**config.mk**
```make
export PLATFORM = sky130hd
export DESIGN_NAME = x_decode_stage
export DESIGN_NICKNAME = d
export VERILOG_FILES = /design/src/rtl/x_decode_stage_pkg.sv /design/src/rtl/x_imm_sel_dec.sv /design/src/rtl/x_decode_stage.sv
export SDC_FILE = /design/constraint.sdc
export NUM_CORES = 1
export LEC_CHECK = 0
export BUFFER_PORTS_ARGS = -buffer_cell sky130_fd_sc_hd__buf_4
export CAP_MARGIN = 20
export CORE_MARGIN = 2
export CORE_UTILIZATION = 39
export CTS_CLUSTER_DIAMETER = 150
export DETAILED_ROUTE_END_ITERATION = 10
export PLACE_DENSITY = 0.59
export REMOVE_ABC_BUFFERS = 1
export SYNTH_ARGS = -nofsm -noshare
export SYNTH_HDL_FRONTEND = slang
export SYNTH_HIERARCHICAL = 1
export SYNTH_SLANG_ARGS = --single-unit
```
**constraint.sdc**
```tcl
create_clock -name clk -period 12.4 [get_ports clk]
set_clock_uncertainty 0.05 [all_clocks]
set_input_delay 0.62 -clock clk [delete_from_list [all_inputs] [get_ports clk]]
set_output_delay 0.62 -clock clk [all_outputs]
set_load 0.05 [all_outputs]
```
**src/rtl/x_decode_stage_pkg.sv**
```systemverilog
// Shared decode constants: immediate-select codes, RV opcodes, NOP.
// Used by the decode stage and the downstream immediate generator.
package x_decode_stage_pkg;

  localparam logic [2:0] IMM_I     = 3'b000;
  localparam logic [2:0] IMM_S     = 3'b001;
  localparam logic [2:0] IMM_B     = 3'b010;
  localparam logic [2:0] IMM_U     = 3'b011;
  localparam logic [2:0] IMM_J     = 3'b100;
  localparam logic [2:0] IMM_SHAMT = 3'b101;
  localparam logic [2:0] IMM_NONE  = 3'b111;

  localparam logic [6:0] OPC_LOAD     = 7'b0000011;
  localparam logic [6:0] OPC_LOAD_FP  = 7'b0000111;
  localparam logic [6:0] OPC_MISC_MEM = 7'b0001111;
  localparam logic [6:0] OPC_OP_IMM   = 7'b0010011;
  localparam logic [6:0] OPC_AUIPC    = 7'b0010111;
  localparam logic [6:0] OPC_STORE    = 7'b0100011;
  localparam logic [6:0] OPC_STORE_FP = 7'b0100111;
  localparam logic [6:0] OPC_OP       = 7'b0110011;
  localparam logic [6:0] OPC_LUI      = 7'b0110111;
  localparam logic [6:0] OPC_OP_V     = 7'b1010111;
  localparam logic [6:0] OPC_BRANCH   = 7'b1100011;
  localparam logic [6:0] OPC_JALR     = 7'b1100111;
  localparam logic [6:0] OPC_JAL      = 7'b1101111;
  localparam logic [6:0] OPC_SYSTEM   = 7'b1110011;

  localparam logic [31:0] NOP_ENC = 32'h0000_0013;

endpackage

```
**src/rtl/x_imm_sel_dec.sv**
```systemverilog
// Combinational immediate-format classifier.
// Ports: instr -> imm_sel (3-bit code), illegal.
module x_imm_sel_dec
  import x_decode_stage_pkg::*;
(
  input  logic [31:0] instr,
  output logic [2:0]  imm_sel,
  output logic        illegal
);

  logic [6:0] op;
  logic [2:0] f3;
  logic       is_shift;
  logic       unused;

  assign op       = instr[6:0];
  assign f3       = instr[14:12];
  assign is_shift = (f3 == 3'b001) || (f3 == 3'b101);
  assign unused   = ^{instr[31:15], instr[11:7]};

  // Any opcode listed here has instr[1:0]==2'b11, so compressed
  // encodings fall through to the illegal default.
  always_comb begin
    imm_sel = IMM_NONE;
    illegal = 1'b0;
    unique case (1'b1)
      (op == OPC_LOAD) || (op == OPC_JALR) ||
      (op == OPC_SYSTEM):
        imm_sel = IMM_I;
      (op == OPC_OP_IMM):
        imm_sel = is_shift ? IMM_SHAMT : IMM_I;
      (op == OPC_STORE):
        imm_sel = IMM_S;
      (op == OPC_BRANCH):
        imm_sel = IMM_B;
      (op == OPC_LUI) || (op == OPC_AUIPC):
        imm_sel = IMM_U;
      (op == OPC_JAL):
        imm_sel = IMM_J;
      (op == OPC_OP) || (op == OPC_OP_V) ||
      (op == OPC_LOAD_FP) || (op == OPC_STORE_FP) ||
      (op == OPC_MISC_MEM):
        imm_sel = IMM_NONE;
      default: begin
        imm_sel = IMM_NONE;
        illegal = 1'b1;
      end
    endcase
  end

endmodule

```
**src/rtl/x_decode_stage.sv**
```systemverilog
// Decode stage: classifies immediate format, registers instr/pc.
// Ports: in_* valid/ready from fetch, out_* valid/ready to execute, flush.
module x_decode_stage
  import x_decode_stage_pkg::*;
#(
  parameter int unsigned PC_W      = 32,
  parameter logic [31:0] NOP_INSTR = NOP_ENC
) (
  input  logic            clk,
  input  logic            rst,
  input  logic            in_valid,
  output logic            in_ready,
  input  logic [31:0]     in_instr,
  input  logic [PC_W-1:0] in_pc,
  input  logic            flush,
  output logic            out_valid,
  input  logic            out_ready,
  output logic [31:0]     out_instr,
  output logic [PC_W-1:0] out_pc,
  output logic [2:0]      out_imm_sel,
  output logic            out_illegal
);

  logic [2:0]      dec_sel;
  logic            dec_ill;

  logic            or_valid;
  logic            sk_valid;
  logic [31:0]     sk_instr;
  logic [PC_W-1:0] sk_pc;
  logic [2:0]      sk_sel;
  logic            sk_ill;

  logic            in_hs;
  logic            out_hs;

  x_imm_sel_dec u_dec (
    .instr   (in_instr),
    .imm_sel (dec_sel),
    .illegal (dec_ill)
  );

  // Ready depends only on the skid flag, never on out_ready.
  assign in_ready  = !sk_valid && !rst;
  assign in_hs     = in_valid && in_ready && !flush;
  assign out_hs    = or_valid && out_ready && !flush;
  assign out_valid = or_valid;

  always_ff @(posedge clk) begin
    if (rst) begin
      or_valid    <= 1'b0;
      sk_valid    <= 1'b0;
      out_instr   <= NOP_INSTR;
      out_pc      <= '0;
      out_imm_sel <= IMM_I;
      out_illegal <= 1'b0;
    end else if (flush) begin
      or_valid    <= 1'b0;
      sk_valid    <= 1'b0;
      out_instr   <= NOP_INSTR;
      out_imm_sel <= IMM_I;
      out_illegal <= 1'b0;
    end else if (out_hs && sk_valid) begin
      // in_ready is low here, so no new input competes.
      out_instr   <= sk_instr;
      out_pc      <= sk_pc;
      out_imm_sel <= sk_sel;
      out_illegal <= sk_ill;
      sk_valid    <= 1'b0;
    end else if (in_hs && (!or_valid || out_hs)) begin
      or_valid    <= 1'b1;
      out_instr   <= in_instr;
      out_pc      <= in_pc;
      out_imm_sel <= dec_sel;
      out_illegal <= dec_ill;
    end else if (in_hs) begin
      sk_valid    <= 1'b1;
      sk_instr    <= in_instr;
      sk_pc       <= in_pc;
      sk_sel      <= dec_sel;
      sk_ill      <= dec_ill;
    end else if (out_hs) begin
      // Drained: show a harmless NOP, keep the last pc.
      or_valid    <= 1'b0;
      out_instr   <= NOP_INSTR;
      out_imm_sel <= IMM_I;
      out_illegal <= 1'b0;
    end
  end

endmodule

```
==> results of run 1 <==
[layer usage]
metal	share of wire, %	global-route usage (%)	wire length, um	vias to the layer above
met5	0	0	0	-
met4	0.47	3.74	62	0
met3	9.0	8.57	1190	6
met2	46	27.8	6040	136
met1	45	23.1	5990	2030
li1	-	-	-	1972
[placed cells by master (no fill, tap or decap), types with 2 or more instances in the layout]
| cell | instances |
|---|---|
| dfxtp_1 | 70 |
| nor2_2 | 2 |
| clkbuf_16 | 17 |
| nand2b_1 | 3 |
| o21ai_0 | 35 |
| clkbuf_8 | 2 |
| o22a_1 | 3 |
| edfxtp_1 | 68 |
| clkinv_1 | 2 |
| clkbuf_1 | 8 |
| a311oi_2 | 28 |
| inv_1 | 3 |
| a21oi_1 | 36 |
| a2111oi_2 | 2 |
| nand2_1 | 69 |
| clkinv_2 | 2 |
| a22oi_1 | 33 |
| a221o_1 | 3 |
| a311oi_1 | 4 |
| nor2_1 | 35 |
| buf_4 | 148 |
| nand3_1 | 2 |
| nor4_1 | 2 |
| or3_1 | 2 |
| nor2b_1 | 2 |
[per-stage QoR]
stage / std cells / power, mW
floorplan: 422 / 0.575
global placement: 750 / 0.627
detailed placement: 750 / 0.629
CTS: 781 / 1.07
global route: 781 / 1.09
finish: 781 / 1.05
[layout make-up]
class / instances / area share (%)
flip-flops and latches: 138 / 48.5
multi-input cells: 281 / 25.4
repair buffers: 148 / 15.7
clock buffers: 27 / 6.81
well taps: 180 / 3.17
clock inverters: 4 / 0.247
inverters: 3 / 0.159
[power by group through the flow]
stage          clock, mW  combinational (mW)  sequential [mW]
2_1_floorplan          0              0.0325            0.542
3_3_place_gp           0               0.121            0.505
3_5_place_dp           0               0.124            0.506
4_1_cts            0.445               0.124            0.496
5_1_grt            0.465               0.131            0.498
6_report           0.433               0.123            0.496
[path summary, 6_finish.rpt]
kind                   to  slack (ps)
max            out_pc[21]        9960
min           sk_instr[8]         350
max reg2reg    out_pc[21]       10140
min reg2reg  out_instr[4]         440
[flip-flops by register name, indices dropped and copies added (netlist names)]
register     count
out_valid        1
out_pc          32
sk_instr        32
sk_ill           1
out_illegal      1
sk_valid         1
out_instr       32
sk_pc           32
out_imm_sel      3
sk_sel           3
[cell families after synthesis]
family | after synthesis
xor gates and xnor gates | 1
and+or+nand+nor | 128
buffers and inverters | 40
AOI/OAI and AO/OA | 152
DFF | 138
==> qor.yml, run 1 <==
status:
  status: "completed"
clock_network:
  cts_buffer_depth: 2
  h-tree-depth: 4
  clk_pin_slew_ps: 50
  cts-hold-fix-buffers: 0
  cts_setup_buffers: 0
  cts-root-buf: "clkbuf_16"
  clock_latency_ps: 410
  cts_sinks: 138
  cts_tree: "yes"
  cts_resized: 0
  cts_buffers: 17
layout:
  n_fill_cell: 1230
  final_nets: 658
  finalInstanceArea_um2: 7100
  syn2layout_area_growth_pct: 30.9
  drive_above_1_share_pct: 34.8
  seq_area_um2: 3440
  num_antenna_cells: 0
  multi_input_area_um2: 1800
  postLayoutCoreUtil_pct: 51.7
run:
  drv_cap: 0
critical_path:
  slowest_delay_ps: 630
  crit_fanout: 64
  cp_top_family: "buffers and inverters"
  crit_chain: "buf_4 > or3b_4 > a211oi_4 > buf_4 > nor2_1 > a311oi_1"
  cp_common_cell: "buf_4"
  crit_path_top_delay_cell: "buf_4"
  start_kind: "primary input"
  rr_worst_depth: 5
  r2r_start: "sk_valid"
  setup.worst_path.end_class: "flop"
  crit_arrival_ps: 2690
  cp_num_buf_inv: 2
  worstPathRequired_ps: 12660
  startpoint: "rst"
  setup.worst_path.class: "in -> reg"
  critical_path_cell_count: 6
place:
  hpwl_um: 8160
  place_worst_setup_slack_ps: 9530
  routabilityCongestion: 0.741
  io_buffers: 138
  dpl_cell_area_um2: 6600
power_and_ir_drop:
  share_comb_of_total_power_pct: 11.7
  swShare_pct: 24.4
  power_switching_uw: 257
  internal_power_uw: 796
  pwr-share-seq_pct: 47.1
  p_leak_nw: 2.63
  p_per_area_nw_per_um2: 148
  power_frac_clock_pct: 41.1
  irDropWorstVdd_mv: 0.0885
synth:
  netlist.area_leader.share_pct: 37.7
  synth_cell_type_count: 42
  synth_top_family_by_area: "compound AO/OA/AOI/OAI gates"
  netlist_top_cells_count: "70 x dfxtp_1, 69 x nand2_1, 68 x edfxtp_1"
  synth-seq-cells: 138
  yosysSeqAreaShare_pct: 63.5
  ys_warn_count: 6
  syn_area_um2: 5420
  synth_ff_type: "dfxtp_1"
  syn-mean-instance-area_um2: 11.8
  synth_xor_area_share_pct: 0.162
  ys_top_cells_by_area: "edfxtp_1 38%, dfxtp_1 26%, a311oi_2 7.8%, nand2_1 4.8%, a22oi_1 4.6%"
  netlist_instances: 459
  synth.most_common_cell: "dfxtp_1"
  synthArstFlopShare_pct: 0
  yosys.area.top_type: "edfxtp_1"
  synth_edf_count: 68
  synthAdderAreaFrac_pct: 0
  synth_compound_area_share_pct: 22.5
  synthSimpleGateAreaFrac_pct: 10.2
  synth_mux_area_share_pct: 0
timing:
  clock.fmax_mhz: 410
  period_share_pct: 19.7
  fin_tns_setup_ps: 0
  relSlewSlack_pct: 47.7
  hold_ws_ps: 348
  hold_violations: 0
  worstMarginPinSlew_ps: 785
  fin_crit_ps: 2440
  rsz0062_at_grt: "false"
  finalSetupViolCount: 0
  setup_slack_ps: 9960
  finalMaxSlewViolations: 0
route:
  wirelength_um: 13300
  wl_per_cell_um: 17.0
  drt-initial-drc-count: 221
  vias: 4144
  drcViolationCount: 0
  vias_per_cell: 5.31
  ant_nets: 0
  drt-pass1-iter-count: 5
grt:
  grt_pass1_wl_um: 20800
  antenna_found_initial: 0
  track_usage_pct: 18.0
  grt_pass1_vias: 4076
  grt-ovfl-total: 0
  grt_max_degree: 65
floorplanning:
  core_area_um2: 13700
  start_util_pct: 39.5
  rows: 43
  die_height_um: 122
  fp.dieW_um: 122
  io_pins: 139
  dieArea_um2: 14900
hold_path:
  hold_start: "in_instr[8]"
  hp-class: "in -> reg"
  hold_depth: 1
(Power assumes the default switching activity.)
==> run 2: changes to the inputs <==
--- a/config.mk
+++ b/config.mk
@@ -11,7 +11,7 @@
 export CORE_UTILIZATION = 39
 export CTS_CLUSTER_DIAMETER = 150
 export DETAILED_ROUTE_END_ITERATION = 10
-export PLACE_DENSITY = 0.59
+export PLACE_DENSITY = 0.61
 export REMOVE_ABC_BUFFERS = 1
 export SYNTH_ARGS = -nofsm -noshare
 export SYNTH_HDL_FRONTEND = slang
==> constraint.sdc (replaced) <==
create_clock -name clk -period 2.1 [get_ports clk]
set_clock_uncertainty 0.05 [all_clocks]
set_input_delay 0.105 -clock clk [delete_from_list [all_inputs] [get_ports clk]]
set_output_delay 0.105 -clock clk [all_outputs]
set_load 0.05 [all_outputs]
==> run 2 against run 1 <==
Wire length up 3.7%. Clock-buffer cell count unchanged. Die area unchanged. Setup slack worse by 9800 ps. Critical endpoint is now out_pc[19]. Register-to-register slack worse by 10000 ps. Global-route usage up 0.56 points. Hold slack worse by 320 ps. Total power rose to 6.2 times the previous value. Via count up 4.7%. Non-clock buffer count up 69.
==> qor.yml, run 2 (synthesized netlist as in run 1, its figures left out) <==
power_and_ir_drop:
  power_switching_mw: 1.57  # was 257 uW
  pwr-share-seq_pct: 44.7  # was 47.1%
  irDropWorstVdd_mv: 0.628  # was 0.0885 mV
  p_leak_nw: 2.97  # was 2.63 nW
  swShare_pct: 24.0  # was 24.4%
  internal_power_mw: 4.99  # was 796 uW
  power_frac_clock_pct: 42.7  # was 41.1%
  share_comb_of_total_power_pct: 12.7  # was 11.7%
  p_per_area_nw_per_um2: 828  # was 148 nW/um2
route:
  wirelength_um: 13800  # was 13300 um
  vias: 4337  # was 4144
  drt-pass1-iter-count: 5  # unchanged
  vias_per_cell: 5.10  # was 5.31
  drcViolationCount: 0  # unchanged
  wl_per_cell_um: 16.2  # was 17.0 um
  ant_nets: 0  # unchanged
  drt-initial-drc-count: 250  # was 221
floorplanning:
  fp.dieW_um: 122  # unchanged
  rows: 43  # unchanged
  io_pins: 139  # unchanged
  core_area_um2: 13700  # unchanged
  die_height_um: 122  # unchanged
  dieArea_um2: 14900  # unchanged
  start_util_pct: 39.5  # unchanged
timing:
  hold_violations: 0  # unchanged
  period_share_pct: 92.0
  setup_slack_ps: 168  # was 9960 ps
  fin_tns_setup_ps: 0  # unchanged
  relSlewSlack_pct: 64.6  # was 47.7%
  fin_crit_ps: 1930
  worstMarginPinSlew_ps: 531  # was 785 ps
  hold_ws_ps: 28.4  # was 348 ps
  rsz0062_at_grt: "false"  # unchanged
  finalSetupViolCount: 0  # unchanged
  clock.fmax_mhz: 517
  finalMaxSlewViolations: 0  # unchanged
clock_network:
  clk_pin_slew_ps: 50  # about the same
  h-tree-depth: 4  # unchanged
  clock_latency_ps: 400  # was 410 ps
  cts-root-buf: "clkbuf_16"  # unchanged
  cts_sinks: 138  # unchanged
  cts_buffer_depth: 2  # unchanged
  cts_resized: 0  # unchanged
  cts_tree: "yes"  # unchanged
  cts-hold-fix-buffers: 65  # was 0
  cts_buffers: 17  # unchanged
  cts_setup_buffers: 0  # unchanged
layout:
  drive_above_1_share_pct: 33.1  # was 34.8%
  final_common_cell: "buf_4"  # unchanged
  syn2layout_area_growth_pct: 46.2  # was 30.9%
  n_fill_cell: 1166  # was 1230
  num_antenna_cells: 0  # unchanged
  final_nets: 727  # was 658
  final_cell_mix: "146 x buf_4, 70 x dfxtp_1, 69 x nand2_1, 68 x edfxtp_1, 65 x dlygate4sd3_1"  # was 148 x buf_4, 70 x dfxtp_1, 69 x nand2_1, 68 x edfxtp_1, 36 x a21oi_1
place:
  routabilityCongestion: 0.712  # was 0.741
  place_worst_setup_slack_ps: 184  # was 9530 ps
  hpwl_um: 8340  # was 8160 um
  io_buffers: 138  # unchanged
critical_path:
  slowest_delay_ps: 460  # was 630 ps
  setup.worst_path.class: "reg -> reg"  # was in -> reg
  crit_chain: "or3b_4 > a211oi_4 > buf_12 > nor2_1 > a311oi_2"  # was buf_4 > or3b_4 > a211oi_4 > buf_4 > nor2_1 > a311oi_1
  worstPathRequired_ps: 2360  # was 12660 ps
  crit_arrival_ps: 2190  # was 2690 ps
  crit_fanout: 64  # unchanged
  start_kind: "flop"  # was primary input
  setup.worst_path.end_class: "flop"  # unchanged
  crit_path_top_delay_cell: "or3b_4"  # was buf_4
hold_path:
  hp-class: "in -> reg"  # unchanged
grt:
  grt_pass1_wl_um: 21500  # was 20800 um
  grt_pass1_vias: 4266  # was 4076
  antenna_found_initial: 0  # unchanged
  track_usage_pct: 18.5  # was 18.0%
  grt-ovfl-total: 0  # unchanged
  grt_max_degree: 65  # unchanged
run:
  drv_cap: 0  # unchanged
status:
  status: "completed"  # unchanged
[run 2: critical path: cells and delay by family, from the launching register on]
family | cells | cell delay [ps]
AND/OR/NAND/NOR | 2 | 550
AO/OA/AOI/OAI | 2 | 550
flip-flops | 1 | 350
buffers and inverters | 1 | 340
[run 2: routing by layer]
metal  global-route usage [%]  wire, um  up-vias
met3                     6.65       878        2
li1                         -         -     2112
met1                     24.4      6320     2103
met4                     4.09        22        0
met5                        0         0        -
met2                     29.5      6560      120
[run 2: final cells by class]
cell class / count / area, um2 / share of cell area (%)
timing repair buffer: 217 / 1870 / 23.6
sequential: 138 / 3440 / 43.4
tap: 180 / 225 / 2.84
clock buffer: 27 / 543 / 6.85
multi-input combinational: 281 / 1800 / 22.8
inverter: 3 / 11.3 / 0.142
clock inverter: 5 / 32.5 / 0.410
[run 2: worst paths after layout]
path                endpoint  cells past startpoint        from  slack, ps
setup / recovery  out_pc[19]                      5    sk_valid        170
hold / removal     out_valid                      3         rst         30
setup reg to reg  out_pc[19]                      5    sk_valid        170
hold reg to reg   out_pc[23]                      2  out_pc[23]        450
[run 2: power by group through the flow]
stage | clock network (mW) | logic [mW] | registers (mW)
global route | 2.99 | 0.884 | 2.94
CTS | 2.86 | 0.834 | 2.93
detailed placement | 0 | 0.735 | 2.99
global placement | 0 | 0.723 | 2.98
floorplan | 0 | 0.192 | 3.20
finish | 2.80 | 0.831 | 2.93
[run 2: metrics by stage]
stage	instance area [um2]	util (%)	instances	power, mW
floorplan	5240	-	422	3.39
finish	7930	57.8	851	6.56
global placement	6700	48.8	754	3.71
detailed placement	6700	48.8	754	3.72
CTS	7930	57.8	851	6.63
global route	7930	57.8	851	6.81
==> run 3: changes to the inputs <==
--- a/config.mk
+++ b/config.mk
@@ -13,6 +13,7 @@
 export DETAILED_ROUTE_END_ITERATION = 10
 export PLACE_DENSITY = 0.61
 export REMOVE_ABC_BUFFERS = 1
+export SETUP_SLACK_MARGIN = 0.3
 export SYNTH_ARGS = -nofsm -noshare
 export SYNTH_HDL_FRONTEND = slang
 export SYNTH_HIERARCHICAL = 1
==> run 3 against run 2 <==
Flip-flop and latch count is the same. Via count is 2.3% higher. Critical endpoint is now out_instr[21]. Design area grew 1.8%. Setup slack better by 180 ps. Clock-buffer cell count stayed put. Register-to-register slack better by 180 ps. Utilization is 1.0 points higher. Wire length grew 4.0%.
==> qor.yml, run 3 (synthesized netlist as in run 1, its figures left out) <==
status:
  status: "completed"  # unchanged
route:
  drcViolationCount: 0  # unchanged
  vias_per_cell: 5.17  # was 5.10
  drt-initial-drc-count: 291  # was 250
  vias: 4435  # was 4337
  wl_per_cell_um: 16.7  # was 16.2 um
  drt-pass1-iter-count: 4  # was 5
  wirelength_um: 14300  # was 13800 um
  ant_nets: 0  # unchanged
floorplanning:
  fp.dieW_um: 122  # unchanged
  core_area_um2: 13700  # unchanged
  rows: 43  # unchanged
  dieArea_um2: 14900  # unchanged
  die_height_um: 122  # unchanged
  io_pins: 139  # unchanged
  start_util_pct: 39.5  # unchanged
timing:
  relSlewSlack_pct: 63.9  # was 64.6%
  period_share_pct: 83.5  # was 92.0%
  clock.fmax_mhz: 571  # was 517 MHz
  hold_violations: 0  # unchanged
  rsz0062_at_grt: "true"  # was false
  hold_ws_ps: 41.3  # was 28.4 ps
  finalSetupViolCount: 0  # unchanged
  fin_crit_ps: 1750  # was 1930 ps
  finalMaxSlewViolations: 0  # unchanged
  worstMarginPinSlew_ps: 541  # was 531 ps
grt:
  grt.met1_usage_pct: 24.8  # was 24.4%
  track_usage_pct: 19.1  # was 18.5%
  grt-busiest-layer: "met2"  # unchanged
  grt_pass1_vias: 4381  # was 4266
  grt_max_degree: 37  # was 65
  use_met3_pct: 6.65  # unchanged
  grt-ovfl-total: 0  # unchanged
  gr-usage-met2_pct: 30.9  # was 29.5%
  antenna_found_initial: 0  # unchanged
  grt_pass1_wl_um: 22000  # was 21500 um
clock_network:
  clock_latency_ps: 410  # was 400 ps
  cts_buffers: 17  # unchanged
  cts_buffer_depth: 2  # unchanged
  cts-root-buf: "clkbuf_16"  # unchanged
  h-tree-depth: 4  # unchanged
  cts_tree: "yes"  # unchanged
  cts_sinks: 138  # unchanged
  clk_pin_slew_ps: 60  # was 50 ps
run:
  drv_cap: 0  # unchanged
hold_path:
  hold_depth: 4  # was 3
  hp-class: "in -> reg"  # unchanged
  holdPathEnd: "sk_valid"  # was out_valid
  hold_start: "out_ready"  # was rst
place:
  routabilityCongestion: 0.712  # unchanged
  hpwl_um: 8340  # unchanged
  dp_cells: 754  # unchanged
  io_buffers: 138  # unchanged
critical_path:
  r2r_start: "sk_valid"  # unchanged
  crit_fanout: 33  # was 64
  setup.worst_path.class: "reg -> reg"  # unchanged
  worstPathRequired_ps: 2370  # was 2360 ps
  crit_arrival_ps: 2030  # was 2190 ps
  start_kind: "flop"  # unchanged
  crit_chain: "or3b_4 > buf_4 > o21ai_2 > buf_6 > o21ai_0 > a21oi_1"  # was or3b_4 > a211oi_4 > buf_12 > nor2_1 > a311oi_2
  cp_top_family: "compound AO/OA/AOI/OAI gates"  # was simple AND/OR/NAND/NOR gates
  slowest_delay_ps: 410  # was 460 ps
  reg2reg_slack_ps: 350  # was 170 ps
  cp_num_buf_inv: 2  # was 1
  setup.worst_path.end_class: "flop"  # unchanged
  rr_worst_depth: 6  # was 5
  crit_path_top_delay_cell: "or3b_4"  # unchanged
  r2r-end: "out_instr[21]"  # was out_pc[19]
layout:
  drive_above_1_share_pct: 34.2  # was 33.1%
  postLayoutCoreUtil_pct: 58.8  # was 57.8%
  num_antenna_cells: 0  # unchanged
  final_cell_mix: "147 x buf_4, 69 x nand2_1, 68 x dfxtp_1, 68 x edfxtp_1, 66 x dlygate4sd3_1"  # was 146 x buf_4, 70 x dfxtp_1, 69 x nand2_1, 68 x edfxtp_1, 65 x dlygate4sd3_1
  final_nets: 734  # was 727
  final_common_cell: "buf_4"  # unchanged
  syn2layout_area_growth_pct: 48.8  # was 46.2%
  fin_cells: 858  # was 851
power_and_ir_drop:
  p_per_area_nw_per_um2: 819  # was 828 nW/um2
  p_leak_nw: 3.03  # was 2.97 nW
  power_mw: 6.60  # was 6.56 mW
  irDropWorstVdd_mv: 0.624  # was 0.628 mV
==> run 3: cell types whose count changed in the layout (fill, tap and decap cells not counted), sizes merged <==
cell         delta
buf             +5
clkbuf          +1
dlygate4sd3     +1
==> run 3: stage by stage <==
stage,setup slack (ps),setup TNS [ps],area [um2]
detailed placement,184,0,6700
global route,287,0,8070
CTS,301,0,8000
finish,348,0,8070
floorplan,-6390,-616890,5240
global placement,230,0,6700
==> run 3: how the worst max path moves through the flow <==
stage / startpoint / to / slack, ps / cells after the start
2_1_floorplan: out_valid / sk_ill / -6390 / 1
3_3_place_gp: sk_valid / out_pc[2] / 230 / 5
3_5_place_dp: sk_valid / out_pc[4] / 180 / 5
4_1_cts: sk_valid / out_instr[4] / 300 / 4
5_1_grt: sk_valid / out_instr[21] / 290 / 6
6_report: sk_valid / out_instr[21] / 350 / 6
==> run 3: cell type report <==
type / count / area [um2]
fill: 1151 / 5650
sequential: 138 / 3450
timing repair buffer: 224 / 1980
multi-input combinational: 281 / 1830
clock buffer: 27 / 543
tap: 180 / 225
clock inverter: 5 / 32.5
inverter: 3 / 11.3
==> run 3: timing repair <==
action,CTS,global route
pin swaps,5,1
hold buffers,66,0
endpoints found under the setup margin,35,103
endpoints found under the hold margin,124,0
resized for setup,4,8
buffers inserted,4,0
gates cloned,1,1
==> run 3: power breakdown <==
part	switching (mW)	internal [mW]	total, mW
logic	0.504	0.354	0.858
registers	0.0381	2.89	2.93
clock network	1.05	1.76	2.81
total	1.60	5.01	6.60
==> run 3: routing by layer <==
metal  up-vias  routed length, um
li1       2128                  -
met4         0                 61
met2       141               6840
met1      2161               6390
met3         5               1040
met5         -                  0
==> run 3: worst min-delay path: stages <==
cell,delay (ps)
buf_4,120
nand2_1,100
nand2_1,80
nor2_1,50
